### src/rtl/r5p_htif_pkg.sv
// Shared types and HTIF command encodings for the tohost monitor.
package r5p_htif_pkg;

  typedef enum logic [1:0] {
    RUN,
    DRAIN,
    DONE,
    TMO
  } r5p_htif_state_t;

  localparam logic [7:0] HTIF_DEV_SYS  = 8'd0;
  localparam logic [7:0] HTIF_DEV_CON  = 8'd1;
  localparam logic [7:0] HTIF_CMD_PUTC = 8'd1;

endpackage

### src/rtl/r5p_htif_fifo.sv
// Small synchronous FIFO with a combinational head so a pushed word is visible the next cycle.
module r5p_htif_fifo #(
  parameter int DAT_W = 8,
  parameter int DEPTH = 16
) (
  input  logic             clk,
  input  logic             rst,
  input  logic             push,
  input  logic [DAT_W-1:0] push_dat,
  input  logic             pop,
  output logic [DAT_W-1:0] pop_dat,
  output logic             full,
  output logic             empty
);

  localparam int AW = $clog2(DEPTH);

  logic [DAT_W-1:0] mem [DEPTH];
  logic [AW:0]      wr_ptr_reg;
  logic [AW:0]      rd_ptr_reg;
  logic             do_push;
  logic             do_pop;

  // The extra MSB on each pointer separates the full case from the empty case.
  assign empty   = (wr_ptr_reg == rd_ptr_reg);
  assign full    = (wr_ptr_reg[AW] != rd_ptr_reg[AW]) &&
                   (wr_ptr_reg[AW-1:0] == rd_ptr_reg[AW-1:0]);
  assign do_push = push & ~full;
  assign do_pop  = pop & ~empty;
  assign pop_dat = mem[rd_ptr_reg[AW-1:0]];

  always_ff @(posedge clk) begin
    if (do_push) begin
      mem[wr_ptr_reg[AW-1:0]] <= push_dat;
    end
  end

  always_ff @(posedge clk) begin
    if (rst) begin
      wr_ptr_reg <= '0;
      rd_ptr_reg <= '0;
    end else begin
      if (do_push) wr_ptr_reg <= wr_ptr_reg + 1'b1;
      if (do_pop)  rd_ptr_reg <= rd_ptr_reg + 1'b1;
    end
  end

endmodule

### src/rtl/r5p_htif_monitor.sv
// Passive HTIF tohost snooper: decodes exit and putchar writes on CHN TCB-lite buses,
// buffers console bytes and tracks end-of-test / timeout status.
module r5p_htif_monitor
  import r5p_htif_pkg::*;
#(
  parameter int               XLEN       = 32,
  parameter int               CHN        = 1,
  parameter logic [XLEN-1:0]  TOHOST_ADR = 32'h8000_1000,
  parameter int               TIMEOUT    = 20000,
  parameter int               FIFO_DEP   = 16
) (
  input  logic                     clk,
  input  logic                     rst,
  input  logic [CHN-1:0]           mon_vld,
  input  logic [CHN-1:0]           mon_rdy,
  input  logic [CHN-1:0]           mon_wen,
  input  logic [CHN*XLEN-1:0]      mon_adr,
  input  logic [CHN*XLEN-1:0]      mon_wdt,
  output logic                     con_vld,
  input  logic                     con_rdy,
  output logic [7:0]               con_dat,
  output logic [$clog2(CHN):0]     con_chn,
  output logic                     done,
  output logic                     pass,
  output logic [XLEN-2:0]          code,
  output logic [$clog2(CHN):0]     code_chn,
  output logic                     timeout,
  output logic [15:0]              drop_cnt
);

  localparam int CW    = $clog2(CHN) + 1;
  localparam int CNT_W = (TIMEOUT > 0) ? $clog2(TIMEOUT + 1) : 1;

  r5p_htif_state_t state_reg, state_next;

  logic [CHN-1:0]  exit_hit;
  logic [CHN-1:0]  putc_hit;
  logic [XLEN-1:0] wdt_arr [CHN];

  logic [CW-1:0]   exit_sel;
  logic [XLEN-1:0] exit_wdt;
  logic [CW-1:0]   putc_sel;
  logic [7:0]      putc_byte;
  logic [3:0]      putc_cnt;

  logic            accept;
  logic            exit_any;
  logic            putc_any;
  logic [4:0]      drop_inc;
  logic [16:0]     drop_sum;

  logic [CNT_W-1:0] cnt_reg;
  logic [15:0]      drop_cnt_reg;
  logic [XLEN-2:0]  code_reg;
  logic [CW-1:0]    code_chn_reg;

  logic            fifo_full;
  logic            fifo_empty;
  logic [CW+7:0]   fifo_dat;

  genvar gi;
  generate
    for (gi = 0; gi < CHN; gi++) begin : g_chn
      logic [XLEN-1:0] adr;
      logic [XLEN-1:0] wdt;
      logic            xfer;
      assign adr           = mon_adr[gi*XLEN +: XLEN];
      assign wdt           = mon_wdt[gi*XLEN +: XLEN];
      assign xfer          = mon_vld[gi] & mon_rdy[gi] & mon_wen[gi] & (adr == TOHOST_ADR);
      assign exit_hit[gi]  = xfer & (wdt[31:24] == HTIF_DEV_SYS) & wdt[0];
      assign putc_hit[gi]  = xfer & (wdt[31:24] == HTIF_DEV_CON) & (wdt[23:16] == HTIF_CMD_PUTC);
      assign wdt_arr[gi]   = wdt;
    end
  endgenerate

  // Scanning from the top down leaves the lowest active channel selected.
  always_comb begin
    exit_sel  = '0;
    exit_wdt  = '0;
    putc_sel  = '0;
    putc_byte = '0;
    putc_cnt  = '0;
    for (int i = CHN - 1; i >= 0; i--) begin
      if (exit_hit[i]) begin
        exit_sel = CW'(i);
        exit_wdt = wdt_arr[i];
      end
      if (putc_hit[i]) begin
        putc_sel  = CW'(i);
        putc_byte = wdt_arr[i][7:0];
      end
      putc_cnt = putc_cnt + 4'(putc_hit[i]);
    end
  end

  // Only RUN listens; this still includes the exit cycle itself.
  assign accept   = (state_reg == RUN);
  assign exit_any = accept & (|exit_hit);
  assign putc_any = accept & (|putc_hit);

  // Losers of the priority encode are dropped, plus the winner if the FIFO is full.
  assign drop_inc = putc_any ? (5'(putc_cnt) - 5'd1 + 5'(fifo_full)) : 5'd0;
  assign drop_sum = 17'(drop_cnt_reg) + 17'(drop_inc);

  always_comb begin
    state_next = state_reg;
    case (state_reg)
      RUN: begin
        if (exit_any) begin
          state_next = DRAIN;
        end else if ((TIMEOUT != 0) && (cnt_reg == CNT_W'(TIMEOUT - 1))) begin
          state_next = TMO;
        end
      end
      DRAIN: begin
        if (fifo_empty) state_next = DONE;
      end
      default: state_next = state_reg;
    endcase
  end

  always_ff @(posedge clk) begin
    if (rst) begin
      state_reg    <= RUN;
      cnt_reg      <= '0;
      drop_cnt_reg <= '0;
      code_reg     <= '0;
      code_chn_reg <= '0;
    end else begin
      state_reg <= state_next;
      if ((state_reg == RUN) && (TIMEOUT != 0)) begin
        cnt_reg <= cnt_reg + 1'b1;
      end
      drop_cnt_reg <= drop_sum[16] ? 16'hFFFF : drop_sum[15:0];
      if (exit_any) begin
        code_reg     <= exit_wdt[XLEN-1:1];
        code_chn_reg <= exit_sel;
      end
    end
  end

  r5p_htif_fifo #(
    .DAT_W (CW + 8),
    .DEPTH (FIFO_DEP)
  ) u_fifo (
    .clk      (clk),
    .rst      (rst),
    .push     (putc_any),
    .push_dat ({putc_sel, putc_byte}),
    .pop      (con_rdy),
    .pop_dat  (fifo_dat),
    .full     (fifo_full),
    .empty    (fifo_empty)
  );

  assign con_vld  = ~fifo_empty;
  assign con_chn  = fifo_dat[CW+7:8];
  assign con_dat  = fifo_dat[7:0];
  assign done     = (state_reg == DONE);
  assign timeout  = (state_reg == TMO);
  assign pass     = done & (code_reg == '0);
  assign code     = code_reg;
  assign code_chn = code_chn_reg;
  assign drop_cnt = drop_cnt_reg;

endmodule
### config.mk
export PLATFORM = sky130hd
export DESIGN_NAME = r5p_htif_monitor
export DESIGN_NICKNAME = d
export VERILOG_FILES = /design/src/rtl/r5p_htif_pkg.sv /design/src/rtl/r5p_htif_fifo.sv /design/src/rtl/r5p_htif_monitor.sv
export SDC_FILE = /design/constraint.sdc
export NUM_CORES = 1
export LEC_CHECK = 0
export CORE_MARGIN = 4
export CORE_UTILIZATION = 35
export DETAILED_ROUTE_END_ITERATION = 8
export PLACE_DENSITY = 0.6
export SYNTH_ARGS = -nofsm -noshare
export SYNTH_HDL_FRONTEND = slang
export SYNTH_SLANG_ARGS = --single-unit
### constraint.sdc
create_clock -name clk -period 9.9 [get_ports clk]
set_clock_uncertainty 0.05 [all_clocks]
set_input_delay 0.99 -clock clk [delete_from_list [all_inputs] [get_ports clk]]
set_output_delay 0.99 -clock clk [all_outputs]
set_load 0.1 [all_outputs]
# == After elaboration in Yosys (flattened, before gate mapping) ==
# Memory sizes are Yosys's and may differ from the RTL's. A register that Yosys moved wholly into a read port is not among the register bits.
# Cells that the tools add are included.
# word_totals
ramBits,128
ff_bits,74
in_bits,70
mem_count,1
# classes
eq_ne,12
bitwise_logic,14
n_reduce_logical,6
muxes,12
addsub,6
# memory_table
name,depth,word_bits,read_ports,rd_clocked_by_memory_dff,wr,line,text
u_fifo.mem,16,8,1,1,1,r5p_htif_fifo.sv:18,logic [DAT_W-1:0] mem [DEPTH];
# op_table
cell,n
"32-bit equality test, second input constant",1
32-bit two-way mux,1
31-bit zero test,1
16-bit by 5-bit adder with 17-bit output,1
"8-bit by 1-bit equality test with 1-bit output, second input constant",2
16-bit two-way mux,1
"15-bit by 1-bit adder with 15-bit output, second input constant",1
"15-bit equality test, second input constant",1
1-bit bitwise AND,12
"5-bit by 1-bit adder with 5-bit output, second input constant",2
8-bit zero test,1
4-bit two-way mux,2
8-bit two-way mux,1
2-bit two-way mux,3
5-bit equality test,1
5-bit two-way mux,1
"2-bit equality test, second input constant",2
4-bit equality test,1
2-bit case mux with 2 select lines,1
2-bit by 2-bit adder with 3-bit output,1
"3-bit by 1-bit != test with 1-bit output, second input constant",1
3-bit AND reduction,1
"2-bit by 1-bit equality test with 1-bit output, second input constant",1
2-bit zero test,1
other kinds (7),9

# == Logic depth before layout (Yosys ltp) ==
# logic_depth
word_depth,10
mapped_depth,15
mapped_depth_nobuf,14

# == By module ==
# A second synthesis with hierarchy kept.
# hier_totals
hier_cells,680
area_unflattened_um2,9614.2
# by_module_without_submodules
module,cells_each,seq_area_each_um2,area_per_inst_um2,n_inst
r5p_htif_fifo,305,4604.4,6443.7,1
r5p_htif_monitor,375,1281.2,3170.5,1

# == Worst setup path after synthesis ==
# OpenSTA, ideal clock, no wires.
# synth_timing
kind,flip-flop to output port
startpoint,register state_reg[1]
endpoint,output pass
slack_ns,4.938
stages_incl_launch_ff,5
path_buffers,0
required_ns,8.860
arrival_ns,3.922
path_cell_list,dfxtp_1 > inv_1 > nor2_1 > nand2_1 > nor3_1
# synth_between
elab_chain_cells,2
# synth_lines
item,line,text
start: declaration,r5p_htif_monitor.sv:34,"r5p_htif_state_t state_reg, state_next;"
start signal: assignment,r5p_htif_monitor.sv:130,state_reg <= state_next;
2-bit equality test,r5p_htif_monitor.sv:159,assign done = (state_reg == DONE);
named net done,r5p_htif_monitor.sv:23,"output logic done,"
1-bit bitwise AND,r5p_htif_monitor.sv:161,assign pass = done & (code_reg == '0);
end: declaration,r5p_htif_monitor.sv:24,"output logic pass,"
# The timed path passes the listed nets, and every way through them passes these cells.

# == Worst setup path in the final report ==
# layout_timing
startpoint,input mon_adr[22]
endpoint,register drop_cnt_reg[13] (netlist: drop_cnt[13])
# layout_between
elab_chain_cells,9
# layout_lines
item,line,text
start: declaration,r5p_htif_monitor.sv:17,"input logic [CHN*XLEN-1:0] mon_adr,"
32-bit equality test (*),r5p_htif_monitor.sv:69,assign xfer = mon_vld[gi] & mon_rdy[gi] & mon_wen[gi] & (adr == TOHOST_ADR);
1-bit bitwise AND (*),r5p_htif_monitor.sv:69,
1-bit bitwise AND (*) (2 in a row),r5p_htif_monitor.sv:71,assign putc_hit[gi] = xfer & (wdt[31:24] == HTIF_DEV_CON) & (wdt[23:16] == HTIF_CMD_PUTC);
1-bit by 1-bit subtractor with 2-bit output,r5p_htif_monitor.sv:102,assign drop_inc = putc_any ? (5'(putc_cnt) - 5'd1 + 5'(fifo_full)) : 5'd0;
2-bit by 2-bit adder with 3-bit output,r5p_htif_monitor.sv:102,
5-bit two-way mux (*),r5p_htif_monitor.sv:102,
16-bit by 5-bit adder with 17-bit output (*),r5p_htif_monitor.sv:103,assign drop_sum = 17'(drop_cnt_reg) + 17'(drop_inc);
16-bit two-way mux (*),r5p_htif_monitor.sv:134,drop_cnt_reg <= drop_sum[16] ? 16'hFFFF : drop_sum[15:0];
end signal: assignment,r5p_htif_monitor.sv:134,
end: declaration,r5p_htif_monitor.sv:53,logic [15:0] drop_cnt_reg;
# Mark *: on every way between the ends. The rest lies on a longest branch, timed or not.
# A chain may end at the register's enable or synchronous reset.

==> impl_metrics.json <==
{
  "dp_hpwl_mm": 14.3,
  "synth.avg_cell_area_um2": 14.1,
  "grt_pass1_wl_mm": 31.8,
  "hold_viol": 0,
  "yosys.area_share.adder": 0.0211,
  "muxShareOfSynthArea": 0.132,
  "htree_levels": 1,
  "leakagePower_nw": 3.25,
  "synth_top_family_by_area": "simple AND/OR/NAND/NOR gates",
  "yosysSeqAreaShare": 0.623,
  "post-place-ws_ns": 4.63,
  "clock_sinks": 206,
  "netlist_top_cells_count": "edfxtp_1 (128), dfxtp_1 (78), nor2_1 (50)",
  "synthArstFlopShare": 0,
  "antenna_found_initial": 0,
  "grt_max_degree": 71,
  "layout_min_cycle_time_ns": 4.78,
  "setup_ws_ns": 5.12,
  "hp-class": "reg2reg",
  "rows": 57,
  "ant_nets": 0,
  "finalCritPeriodShare": 0.482,
  "cp-end-kind": "flop",
  "yosys.area_share.simple": 0.136,
  "drv_slew": 0,
  "synthTopCellsByArea": "edfxtp_1 (44%), dfxtp_1 (18%), mux4_2 (10%)",
  "r2r_cells": 13,
  "layout-drive-gt1-share": 0.123,
  "yosys.area.top_type": "edfxtp_1",
  "nNetsFinal": 831,
  "fmax_ghz": 0.209,
  "maxCapViolations": 0,
  "startpoint_type": "input pin",
  "finalSetupViolCount": 0,
  "critPathMaxFanout": 13,
  "rsz0062_at_grt": "false",
  "cts_buffer_depth": 3,
  "synth_xor_area_frac": 0.0273,
  "cts_hold_buf": 0,
  "netlist_area_um2": 8670,
  "viasPerCell": 5.16,
  "largest_reg_flops": 128,
  "cts_root_buf": "clkbuf_16",
  "diodes": 0,
  "final_area_um2": 11000,
  "die_area_um2": 27400,
  "ys_types": 55,
  "initial_core_util": 0.356,
  "worstPathRequired_ns": 10.29,
  "power.density_nw_per_um2": 162,
  "crit_arrival_ns": 5.16,
  "regToRegSetupSlack_ns": 6.08,
  "overflow": 0,
  "synth_ff_type": "edfxtp_1",
  "yosys_register_bits": 206,
  "tightestPinTransition_ns": 1.02,
  "min_to": "cnt_reg[1]",
  "cts_buffers": 23,
  "core_um2": 24300,
  "post_dp_cell_area_um2": 10300,
  "die_x_um": 165,
  "first_global_vias": 5876,
  "min_path_cells": 2,
  "synth_edf_count": 128,
  "synthToLayoutAreaGrowth_pct": 27.3,
  "drtIter0Drc": 397,
  "num_io_pins": 131,
  "synth_top_area_share": 0.443,
  "yosysMostFrequentCell": "edfxtp_1",
  "synth_compound_area_frac": 0.0421,
  "routed_wl_mm": 20.8,
  "status": "finished clean",
  "r2r-end": "drop_cnt[13]",
  "cts_resized": 0,
  "drc": 0,
  "worstSetupPathType": "in2reg",
  "grt.total_usage": 0.149,
  "postCtsSetupBuffers": 0,
  "clock_latency_ns": 0.51,
  "yosysWarnings": 0,
  "vias": 5616,
  "min_from": "cnt_reg[1]",
  "synth_cells": 615,
  "dr.pass1.iters": 4,
  "portBuffers": 128,
  "gp_congestion": 0.812,
  "clkTransAtPathRegs_ns": 0.06,
  "vdd_drop_max_uv": 92.3,
  "n_fill_cell": 2175,
  "finalCoreUtilization": 0.454,
  "dieHeight_um": 165,
  "cts_tree": "built",
  "slew_headroom": 0.317,
  "r2r-start": "u_fifo.wr_ptr_reg[2]",
  "fin_setup_tns_ns": 0,
  "wire_per_inst_um": 19.1
}
[power by group]
part / leakage, nW / switching [mW] / internal, mW
combinational: 1.38 / 0.0189 / 0.0277
sequential: 1.51 / 0.000915 / 0.902
clock: 0.359 / 0.354 / 0.486
[cell type report]
cell class	instances	area [um2]	area share
inverter	11	41.3	0.00374
clock inverter	18	180	0.0163
tap	324	405	0.0367
timing repair buffer	132	1310	0.118
sequential	206	5410	0.490
clock buffer	24	579	0.0525
multi-input combinational	373	3110	0.282
[critical path, cell delays in order]
cell	delay, ns
clkdlybuf4s50_1	0.44
nor4_1	0.32
nand4_1	0.26
nor4_1	0.32
buf_4	0.24
inv_1	0.09
ha_1	0.29
nor3_1	0.19
ha_1	0.22
inv_1	0.06
fa_1	0.39
nor2b_1	0.16
o31a_1	0.24
o211ai_1	0.41
and4b_1	0.36
nor3_1	0.15
[layer usage]
layer | vias to the layer above | GRT usage | wire, um
li1 | 2638 | - | -
met1 | 2773 | 0.193 | 8660
met4 | 0 | 0.0371 | 524
met5 | - | 0 | 0
met3 | 35 | 0.0340 | 1300
met2 | 170 | 0.255 | 10300
[cells by family after synthesis]
kind of cell | after synthesis
DFF | 206
and+or+nand+nor | 204
muxes | 64
AOI/OAI and AO/OA | 62
buffers and inverters | 37
xor gates and xnor gates | 27
adders and majority gates | 14
other | 1
[cell usage in the layout (no fill, tap or decap), drive strengths merged, types with 3 or more instances in the layout]
cell	instances
edfxtp	128
clkdlybuf4s50	127
dfxtp	78
nor2	51
mux4	40
nor4	28
a21oi	26
clkbuf	24
and3	23
mux2i	23
and2	20
nand2	15
xnor2	14
o21ai	14
xor2	13
ha	13
nand4	12
inv	12
nand3	11
clkinv	10
nor3	8
nor2b	7
a31oi	6
or3	6
nor4b	6
clkinvlp	5
buf	5
and4	4
a21o	3
or2	3
[through the flow]
step / hold WS [ns] / instances / total power [mW]
CTS: 0.439 / 1088 / 1.81
detailed placement: 0.430 / 1046 / 0.968
global route: 0.463 / 1088 / 1.85
floorplan: 0.404 / 616 / 0.934
global placement: 0.412 / 1046 / 0.966
finish: 0.438 / 1088 / 1.79
[worst max-delay path by stage]
stage            startpoint      endpoint  slack [ns]  cells past startpoint
5_1_grt         mon_adr[22]  drop_cnt[13]        4.75                     16
2_1_floorplan  state_reg[1]          pass        4.94                      4
6_report        mon_adr[22]  drop_cnt[13]        5.12                     16
3_5_place_dp    mon_adr[22]  drop_cnt[13]        4.63                     16
3_3_place_gp    mon_adr[12]  drop_cnt[13]        4.80                     16
4_1_cts         mon_adr[22]  drop_cnt[13]        5.17                     16
Power figures use the tool's default switching activity.
